File: config.mk
export PLATFORM = sky130hd
export DESIGN_NAME = portout
export DESIGN_NICKNAME = d
export VERILOG_FILES = /design/src/rtl/portout.sv
export SDC_FILE = /design/constraint.sdc
export NUM_CORES = 1
export LEC_CHECK = 0
export CAP_MARGIN = 20
export CELL_PAD_IN_SITES_DETAIL_PLACEMENT = 1
export CELL_PAD_IN_SITES_GLOBAL_PLACEMENT = 1
export CORE_MARGIN = 2
export CORE_UTILIZATION = 32
export CTS_CLUSTER_DIAMETER = 50
export DETAILED_ROUTE_END_ITERATION = 8
export DONT_BUFFER_PORTS = 1
export GPL_TIMING_DRIVEN = 1
export PLACE_DENSITY = 0.53
export RECOVER_POWER = 25
export SYNTH_ARGS = -nofsm -noshare
export SYNTH_HDL_FRONTEND = slang
export SYNTH_SLANG_ARGS = --single-unit
File: constraint.sdc
create_clock -name clock -period 2.6 [get_ports clock]
set_clock_uncertainty 0.1 [all_clocks]
set_input_delay 0.52 -clock clock [delete_from_list [all_inputs] [get_ports clock]]
set_output_delay 0.52 -clock clock [all_outputs]
set_load 0.02 [all_outputs]
File: src/rtl/portout.sv
// Serial port transmitter: accepts one parallel packet via vld/granted and
// drives it onto frame_n/valid_n/dout, address then payload, both LSB-first.
module portout #(
    parameter int AW  = 4,
    parameter int PW  = 32,
    parameter int GAP = 1
) (
    input  logic          clock,
    input  logic          reset_n,
    input  logic          vld,
    input  logic [AW-1:0] addr,
    input  logic [PW-1:0] payload,
    output logic          granted,
    output logic          frame_n,
    output logic          valid_n,
    output logic          dout,
    output logic          busy,
    output logic          done
);

    localparam int MAXW = (AW > PW) ? AW : PW;
    localparam int MAXC = (MAXW > GAP) ? MAXW : GAP;
    localparam int CW0  = $clog2(MAXC) + 1;
    localparam int CW   = (CW0 < 6) ? 6 : CW0;

    typedef enum logic [1:0] {IDLE, ADDR, PAY, GAPW} state_t;

    state_t        state;
    logic [AW-1:0] addr_sr;
    logic [PW-1:0] pay_sr;
    logic [CW-1:0] cnt;

    always_ff @(posedge clock) begin
        if (!reset_n) begin
            state   <= IDLE;
            addr_sr <= '0;
            pay_sr  <= '0;
            cnt     <= '0;
            granted <= 1'b0;
            frame_n <= 1'b1;
            valid_n <= 1'b1;
            dout    <= 1'b0;
            busy    <= 1'b0;
            done    <= 1'b0;
        end else begin
            granted <= 1'b0;
            done    <= 1'b0;
            case (state)
                IDLE: begin
                    if (vld) begin
                        // addr[0] goes straight to the wire, so the shifter keeps only the rest
                        addr_sr <= addr >> 1;
                        pay_sr  <= payload;
                        dout    <= addr[0];
                        frame_n <= 1'b0;
                        valid_n <= 1'b1;
                        granted <= 1'b1;
                        busy    <= 1'b1;
                        cnt     <= '0;
                        state   <= ADDR;
                    end
                end
                ADDR: begin
                    if (cnt == CW'(AW - 1)) begin
                        dout    <= pay_sr[0];
                        pay_sr  <= pay_sr >> 1;
                        valid_n <= 1'b0;
                        cnt     <= '0;
                        state   <= PAY;
                    end else begin
                        dout    <= addr_sr[0];
                        addr_sr <= addr_sr >> 1;
                        cnt     <= cnt + 1'b1;
                    end
                end
                PAY: begin
                    // frame_n high inside PAY means the end-of-frame bit is on the wire
                    if (frame_n) begin
                        valid_n <= 1'b1;
                        dout    <= 1'b0;
                        cnt     <= '0;
                        if (GAP > 1) begin
                            state <= GAPW;
                        end else begin
                            state <= IDLE;
                            busy  <= 1'b0;
                        end
                    end else begin
                        dout   <= pay_sr[0];
                        pay_sr <= pay_sr >> 1;
                        cnt    <= cnt + 1'b1;
                        if (cnt == CW'(PW - 2)) begin
                            frame_n <= 1'b1;
                            done    <= 1'b1;
                        end
                    end
                end
                GAPW: begin
                    if (cnt == CW'(GAP - 2)) begin
                        state <= IDLE;
                        busy  <= 1'b0;
                        cnt   <= '0;
                    end else begin
                        cnt <= cnt + 1'b1;
                    end
                end
                default: state <= IDLE;
            endcase
        end
    end

endmodule
After elaboration in Yosys (flattened, before gate mapping):

Index checks and enable logic that the tools add are counted.

* input port bits: 39
* flip-flop bits (word level): 50
* output and inout port bits: 6
* logic and storage cells: 72

* bitwise logic cells: 2
* mux-type cells: 33
* equality and inequality tests: 12
* add/sub/neg operators: 1
* reduce and logical (&&, ||, !) cells: 14

Operator list (count)
* 32-bit two-way mux: 3
* 32-bit one-hot mux with 3 select lines: 1
* 6-bit two-way mux: 4
* 6-bit one-hot mux with 4 select lines: 1
* 4-bit AND reduction: 4
* 1-bit two-way mux: 12
* 2-bit inequality test (second input constant): 6
* 1-bit one-hot mux with 3 select lines: 3
* 2-bit two-way mux: 4
* 4-bit two-way mux: 2
* 2-bit one-hot mux with 4 select lines: 1
* 4-bit one-hot mux with 2 select lines: 1
* 6-bit by 1-bit adder with 6-bit output (second input constant): 1
* 6-bit by 2-bit == test with 1-bit output (second input constant): 1
* 6-bit by 5-bit == test with 1-bit output (second input constant): 1
* 6-bit == test (second input constant): 1
* 2-bit AND reduction: 3
* 3-bit nonzero test: 2
* 2-bit == test (second input constant): 2
* 2-bit nonzero test: 2
* 3-bit AND reduction: 1
* 3-bit OR reduction: 1
* 2-bit by 1-bit == test with 1-bit output (second input constant): 1
* 2-bit zero test: 1
* 2 further kinds: 3

Longest topological paths before layout:

Gate-level depths: netlist of the first run.

* word-level depth: 4
* mapped depth: 9
* gate-level depth less buffers: 7

Worst setup path after synthesis of the first run:

Ideal clock, no wire load.

* path kind: register to register
* start point: register state[0]
* end point: register pay_sr[0]
* library setup time: 0.146 ns
* path slack: 0.566 ns
* path buffers: 2
* required time: 2.354 ns
* arrival: 1.788 ns
* cell stages (with the launch flop): 7
* clock period less this slack: 2.034 ns
* cells stage by stage: dfxtp_1 inv_1 ha_1 clkbuf_1 clkbuf_1 mux2i_1 a211oi_2

* longest elaborated chain between the ends: 3
* elaborated cells between the ends (all ways): 9
* those cells by class: 5 x eq/ne; 1 x mux; 3 x reduce/logical

RTL lines
* start, declared: line 28 `state_t state;`
* start signal, assigned: line 35 `state <= IDLE;`
* start signal, assigned: line 60 `state <= ADDR;`
* start signal, assigned: line 69 `state <= PAY;`
* 2-bit == test (tied with other cells): line 48 `case (state)`
* 2-bit inequality test (no source line) / 3-bit nonzero test (equally long branches)
* 4-bit AND reduction (no source line)
* end signal, assigned: line 53 `pay_sr <= payload;`
* end signal, assigned: line 66 `pay_sr <= pay_sr >> 1;`
* end signal, assigned: line 90 `pay_sr <= pay_sr >> 1;`
* end, declared: line 30 `logic [PW-1:0] pay_sr;`

Parallel ways exist; a longest one is shown, timed or not.
A chain may end at the register's enable or synchronous reset.

Worst setup path in the final report of the first run:

* start point: register state[0]
* end point: register pay_sr[15]

Same word-level chain as after synthesis.

==> results of run 1 <==
-- worst max-delay path by stage --
| stage | startpoint | end | slack (ns) | cells after the start |
|---|---|---|---|---|
| finish | state[0] | pay_sr[15] | 0.34 | 8 |
| global route | state[0] | pay_sr[15] | 0.10 | 8 |
| CTS | cnt[0] | pay_sr[14] | 0.39 | 7 |
| detailed placement | cnt[0] | pay_sr[9] | 0.41 | 7 |
| global placement | cnt[0] | pay_sr[18] | 0.43 | 7 |
| floorplan | state[0] | pay_sr[0] | 0.57 | 6 |
-- through the flow --
stage	hold WS (ns)	setup slack, ns
2_1_floorplan	0.3356	0.5655
3_3_place_gp	0.3531	0.4339
3_5_place_dp	0.3644	0.4139
4_1_cts	0.1773	0.3910
5_1_grt	0.1796	0.1043
6_report	0.1911	0.3363
-- layout by cell type (no fill, tap or decap), types with 2 or more instances in the layout --
cell type and instances:
nor2_1 39, ha_1 7, a211oi_2 28, nor3_1 2, nand2_1 15, nor2b_1 3
clkbuf_8 6, buf_12 2, inv_1 5, nand2b_1 5, nand3_1 8, and3_1 3
dfxtp_1 49, a211oi_1 6, buf_4 2, o21ai_0 6, o31ai_1 3, a21oi_1 7
mux2i_1 34
-- registers in the layout, indices dropped and copies added (netlist names) --
name     flops
addr_sr      3
busy         1
cnt          6
done         1
dout         1
frame_n      1
granted      1
pay_sr      32
state        2
valid_n      1
-- per-layer routing --
| metal | vias up | global-route usage (%) | part of all wire (%) |
|---|---|---|---|
| met3 | 2 | 4.150 | 4.7 |
| met1 | 879 | 16.85 | 47 |
| met2 | 28 | 23.36 | 48 |
| li1 | 907 | - | - |
| met5 | - | 0 | 0 |
| met4 | 0 | 2.985 | 0.60 |
-- power by group through the flow --
| stage | registers (mW) | clock network [mW] | logic [mW] |
|---|---|---|---|
| after floorplan | 1.16 | 0 | 1.71 |
| after global routing | 1.22 | 0.554 | 2.15 |
| final | 1.18 | 0.497 | 1.92 |
| after detailed placement | 1.20 | 0 | 1.97 |
| after CTS | 1.19 | 0.524 | 1.98 |
| after global placement | 1.20 | 0 | 1.94 |
-- critical path: stages, from the launching register on --
cell      delay [ns]
dfxtp_1         0.41
inv_1           0.10
ha_1            0.34
nand2b_1        0.15
nand2b_1        0.17
a221oi_4        0.26
buf_12          0.32
nor2_1          0.09
a211oi_2        0.19
-- area by class of cell --
type                       count  area, um2
multi-input combinational    183       1393
clock buffer                   6      82.58
fill                         871       4966
inverter                       6      22.52
timing repair buffer           5      58.81
tap                          102      127.6
clock inverter                 2      16.27
sequential                    49      980.9
-- logic make-up (layout without fill, tap and decap cells) --
logic type,count (synthesis),after routing
simple gates,82,82
compound gates,59,59
flops,49,49
mux,35,35
buf+inv,25,19
fa+ha+maj,7,7
==> flow_summary.toml, run 1 <==
[sta]
setup_tns_ns = 0
hold_viol_final = 0
layout_min_cycle_time_ns = 2.264
rsz0062_at_grt = "false"
finalCritPeriodShare_pct = 87.06
fmax_ghz = 0.4418
drv_slew = 0
setup_viol = 0
maxSlewHeadroom_pct = 60.65
worst_pin_slew_ns = 0.5902

[hold_path]
holdPathStages = 1
min-delay-start = "reset_n"
hold_end = "frame_n"
hold_path_class = "in2reg"

[detailed_routing]
drtIter0Drc = 35
wl_per_cell_um = 15.66
final_antenna_net_count = 0
drc_errors = 0
drt_first_pass_iters = 4
vias_per_cell = 5.144
dr_total_vias = 1816
wl_um = 5527

[synth]
netlist_top_cells_area = "dfxtp_1 (39%), a211oi_2 (14%), mux2i_1 (14%), nor2_1 (5.8%), ha_1 (3.5%)"
synth.area.mux_share_pct = 14.04
ys.flop_type = "dfxtp_1"
syn-num-nets = 303
synth-simple-area-share_pct = 14.99
synthCells = 257
synth_common_cells = "dfxtp_1 (49), nor2_1 (39), mux2i_1 (34)"
async_reset_ff_share_pct = 0
ys_types = 38
synth_most_common_cell = "dfxtp_1"
synth_edf_count = 0
synth_top_family_by_area = "compound AO/OA/AOI/OAI gates"
synth-seq-cells = 49
yosysTopAreaCellShare_pct = 39.18
yosys.area.top_type = "dfxtp_1"
synth_compound_area_share_pct = 23.09
yosysSeqAreaShare_pct = 39.18
synth_adder_area_share_pct = 3.498
avgSynthCellArea_um2 = 9.742
synth_xor_xnor_area_share_pct = 0
yosys_warnings = 0
syn_area_mm2 = 0.002504

[place]
gp_congestion = 0.7049
place_area_mm2 = 0.002589
portBuffers = 0
place_inst = 345
dpl.hpwl_um = 3795

[layout]
fin_nets = 296
postLayoutCoreUtil_pct = 35.06
final_cell_area_mm2 = 0.002681
antenna_cells = 0
area_growth_pct = 7.096
drive_above_1_share_pct = 18.33
finalNonFillerCells = 353

[floorplanning]
die_area_mm2 = 0.008547
die_w_um = 92.45
die_h_um = 92.45
initial_utilization_pct = 32.74
core_mm2 = 0.007647
row_count = 32
io_pins = 45

[global_route]
grt_max_degree = 65
grt_pass1_wl_um = 9466
first_global_vias = 1945
grt_usage_pct = 13.64
grt.overflow.total = 0
antenna_found_initial = 0

[clock_network]
root_buffer = "clkbuf_8"
cts_buffers = 5
cts_hold_buf = 0
htree_num_levels = 2
clk_latency_ns = 0.30
cts_tree = "yes"
post_cts_buffers = 0
numClockSinks = 49
clkTransAtPathRegs_ns = 0.10
clk_path_buf_depth = 2
cts_resized = 0

[pwr]
p_int_mw = 2.043
ir_drop_uv = 485.6
power_density_mw_per_mm2 = 1340
power_frac_seq_pct = 32.8
switchingPower_mw = 1.551
pwr-share-comb_pct = 53.3
leakagePower_nw = 0.9771
p_sw_share_pct = 43.16
total_power_mw = 3.594
clockPowerShare_pct = 13.8

[worst_setup_path]
rr_startpoint = "state[0]"
startpoint_type = "flop"
critPathRequiredTime_ns = 2.72
critPathArrivalTime_ns = 2.38
critPathKind = "reg2reg"
ff2ff_path_depth = 8
crit_fanout = 64
r2r_slack_ns = 0.34
r2r_end = "pay_sr[15]"
endpoint_kind = "flop"

[status]
status = "completed"

[job]
max-cap-violations = 0
Note: power is estimated with default switching activity, not from simulation.
==> run 2: changes to the inputs <==
- CAP_MARGIN: 20 -> unset
- CORE_MARGIN: 2 -> unset
==> flow_summary.toml, run 2 (synthesized netlist as in run 1, its figures left out) <==
[status]
status = "completed"

[clock_network]
clkTransAtPathRegs_ns = 0.09
post_cts_buffers = 0
htree_num_levels = 2
clk_path_buf_depth = 2
cts_hold_buf = 0
numClockSinks = 49
clk_latency_ns = 0.30
cts_resized = 0
cts_buffers = 5
root_buffer = "clkbuf_8"
cts_tree = "yes"

[detailed_routing]
vias_per_cell = 5.145
route.top_layer_used = "met4"
wl_met1_um = 2747
wl_um = 5651
drtIter0Drc = 57
dr_wl_met3_um = 305
drc_errors = 0
dr_total_vias = 1806
met2WireLength_um = 2542
wl_per_cell_um = 16.10
final_antenna_net_count = 0
drt_first_pass_iters = 4

[global_route]
antenna_found_initial = 0
grt_usage_pct = 14.37
first_global_vias = 1864
grt_pass1_wl_um = 9446
grt_max_degree = 65
grt.overflow.total = 0

[sta]
fmax_ghz = 0.4541
setup_viol = 0
maxSlewHeadroom_pct = 68.73
hold_viol_final = 0
rsz0062_at_grt = "false"
layout_setup_ws_ns = 0.3976
layout_min_cycle_time_ns = 2.202
finalCritPeriodShare_pct = 84.71
drv_slew = 0
worst_pin_slew_ns = 0.4691
setup_tns_ns = 0

[layout]
final_common_cell = "dfxtp_1"
postLayoutCoreUtil_pct = 36.06
top_register = "pay_sr"
layout_common_cells = "dfxtp_1 (49), nor2_1 (39), mux2i_1 (34)"
antenna_cells = 0
area_growth_pct = 6.697
top_regs = "pay_sr x32, cnt x6, addr_sr x3"
largest_reg_flops = 32
finalNonFillerCells = 351
drive_above_1_share_pct = 18.65
fin_nets = 298

[pwr]
total_power_mw = 3.579
leakagePower_nw = 0.9789
ir_drop_uv = 512.4
power_density_mw_per_mm2 = 1340

[worst_setup_path]
critPathKind = "reg2reg"
startpoint_type = "flop"
critPathRequiredTime_ns = 2.72
endpoint_kind = "flop"
critPathArrivalTime_ns = 2.32
r2r_slack_ns = 0.40
crit_fanout = 64

[hold_path]
hold_path_class = "in2reg"

[floorplanning]
initial_utilization_pct = 33.79
core_mm2 = 0.007408
die_area_mm2 = 0.008181
io_pins = 45
die_w_um = 90.45
die_h_um = 90.45
row_count = 31

[place]
place_inst = 344
portBuffers = 0
dpl.hpwl_um = 3937
gp_congestion = 0.7033
pre_cts_slack_ns = 0.3930

[job]
max-cap-violations = 0
[run 2: cell types whose count changed in the layout (fill, tap and decap cells not counted)]
cell	delta
buf_4	+3
buf_12	-1
inv_6	-1
[run 2: area by class of cell]
cell class	instances	area, um2
tap	99	123.9
timing repair buffer	7	61.31
fill	855	4737
clock inverter	1	7.507
sequential	49	980.9
inverter	6	22.52
clock buffer	6	82.58
multi-input combinational	183	1393
[run 2: per-stage QoR]
step	instance area [um2]	hold WS [ns]
6_report	2671	0.2255
3_5_place_dp	2587	0.3752
2_1_floorplan	2504	0.3356
4_1_cts	2678	0.2145
3_3_place_gp	2587	0.3618
5_1_grt	2671	0.2064
[run 2: worst paths after layout]
check / from / to / cells past startpoint
max: cnt[0] / pay_sr[19] / 7
min: reset_n / frame_n / 1
max reg2reg: cnt[0] / pay_sr[19] / 7
min reg2reg: addr_sr[2] / addr_sr[2] / 2
[run 2: per-layer routing]
| metal | global-route usage, % | vias to the layer above |
|---|---|---|
| li1 | - | 906 |
| met1 | 18.08 | 863 |
| met2 | 22.96 | 33 |
| met3 | 5.303 | 4 |
| met4 | 4.032 | 0 |
| met5 | 0 | - |
[run 2: critical path, cell delays in order (launching register included)]
cell and delay (ns):
dfxtp_1 0.41, ha_1 0.27, nor3b_2 0.24, nand2_1 0.17, a221oi_4 0.29, buf_12 0.33, nor2_1 0.07, a211oi_1 0.23
[run 2: report_power, final]
part           switching (mW)  internal (mW)
Clock                   0.259          0.211
Sequential              0.183           1.00
Combinational            1.12          0.805
Total                    1.56           2.02
==> run 3: changes to the inputs <==
- PLACE_DENSITY: 0.53 -> 0.55
- clock period: 2.6 -> 2 ns (I/O delays scaled with it)
==> flow_summary.toml, run 3 (synthesized netlist as in run 1, its figures left out) <==
[clock_network]
clk_latency_ns = 0.30
cts_tree = "yes"
numClockSinks = 49
cts_hold_buf = 0
root_buffer = "clkbuf_8"
cts_buffers = 5
clk_path_buf_depth = 2
clkTransAtPathRegs_ns = 0.09
htree_num_levels = 2

[sta]
fmax_ghz = 0.5167
layout_min_cycle_time_ns = 1.935
layout_setup_ws_ns = 0.06479
finalCritPeriodShare_pct = 96.76
drv_slew = 0
hold_viol_final = 0
worst_pin_slew_ns = 0.4496
maxSlewHeadroom_pct = 69.99
rsz0062_at_grt = "true"
setup_viol = 0

[global_route]
antenna_found_initial = 0
grt_usage_pct = 14.41
grt.overflow.total = 0
grt_pass1_wl_um = 9487
grt_max_degree = 65
first_global_vias = 1880

[detailed_routing]
drtIter0Drc = 52
dr_total_vias = 1895
final_antenna_net_count = 0
drc_errors = 0
wl_per_cell_um = 17.14
wl_um = 6272
vias_per_cell = 5.178
drt_first_pass_iters = 4

[pwr]
total_power_mw = 5.318
power_density_mw_per_mm2 = 1840
ir_drop_uv = 945.6
leakagePower_nw = 1.081

[layout]
largest_reg_flops = 32
final_common_cell = "dfxtp_1"
fin_nets = 312
area_growth_pct = 15.44
antenna_cells = 0
postLayoutCoreUtil_pct = 39.01
drive_above_1_share_pct = 25.84
layout_common_cells = "dfxtp_1 (47), nor2_1 (39), mux2i_1 (34)"
top_register = "pay_sr"
top_regs = "pay_sr x32, cnt x6, addr_sr x3"

[worst_setup_path]
critPathArrivalTime_ns = 2.06
crit_fanout = 16
startpoint_type = "flop"
r2r_slack_ns = 0.06
cp_slowest_cell = "dfxtp_1"
critPathRequiredTime_ns = 2.13
cp_cell_sequence = "ha_2, nor3b_4, nand2_2, a221oi_4, buf_6, buf_12, nor2_1, a211oi_2"
max_stage_delay_ns = 0.36
endpoint_kind = "flop"
ff2ff_path_depth = 8
r2r_end = "pay_sr[30]"
rr_startpoint = "cnt[1]"
critPathKind = "reg2reg"

[floorplanning]
io_pins = 45
row_count = 31
core_mm2 = 0.007408
initial_utilization_pct = 33.79
die_w_um = 90.45
die_h_um = 90.45
die_area_mm2 = 0.008181

[hold_path]
hold_path_class = "in2reg"
min-delay-start = "reset_n"
holdPathStages = 1
hold_end = "valid_n"

[place]
pre_cts_slack_ns = 0.0004076
portBuffers = 0
dpl.hpwl_um = 4092
gp_congestion = 0.7309

[status]
status = "completed"

[job]
max-cap-violations = 0
[run 3: worst max-delay path: cells and delay by family (launching register included)]
| kind | cells | cell delay, ns |
|---|---|---|
| AOI/OAI and AO/OA | 2 | 0.49 |
| and+or+nand+nor | 3 | 0.37 |
| DFF | 1 | 0.36 |
| buffers and inverters | 2 | 0.34 |
| adders and majority gates | 1 | 0.19 |
[run 3: layer usage]
metal,up-vias,global-route usage [%],part of all wire (%)
met2,29,23.92,48
met3,4,3.788,3.8
li1,939,-,-
met1,923,18.50,48
met5,-,0,0
met4,0,3.629,0.59
[run 3: power breakdown]
| part | internal [mW] | total (mW) | switching, mW |
|---|---|---|---|
| clock | 0.281 | 0.621 | 0.340 |
| sequential | 1.31 | 1.54 | 0.236 |
| combinational | 1.49 | 3.15 | 1.66 |
[run 3: repair_timing]
item | 4_1_cts | 5_1_grt
pin swaps | 0 | 1
buffers inserted | 0 | 2
cloned | 0 | 3
setup endpoints to repair | 3 | 34
gates resized for setup | 4 | 13
[run 3: worst max path at each step]
stage / end / slack [ns] / cells after the start / startpoint
final: pay_sr[30] / 0.06 / 8 / cnt[1]
after detailed placement: pay_sr[21] / 0.0004 / 6 / state[0]
after CTS: pay_sr[21] / 0.01 / 7 / cnt[1]
after floorplan: pay_sr[0] / -0.03 / 6 / state[0]
after global routing: pay_sr[19] / -0.05 / 8 / cnt[1]
after global placement: pay_sr[18] / 0.05 / 7 / cnt[1]
[run 3: area by class of cell]
| class | instances | area (um2) |
|---|---|---|
| fillers | 838 | 4518 |
| multi-input cells | 183 | 1414 |
| flip-flops and latches | 49 | 983.4 |
| inverters | 6 | 22.52 |
| repair buffers | 21 | 250.2 |
| clock inverters | 2 | 13.76 |
| well taps | 99 | 123.9 |
| clock buffers | 6 | 82.58 |
[run 3: metrics by stage]
stage               hold WS [ns]  std cells  cell area, um2  setup TNS (ns)
floorplan                 0.3356        257            2504         -0.6757
global placement          0.3590        353            2680               0
detailed placement        0.3685        353            2680               0
CTS                      0.08851        361            2784               0
global route             0.07398        366            2890         -0.1976
finish                   0.09934        366            2890               0
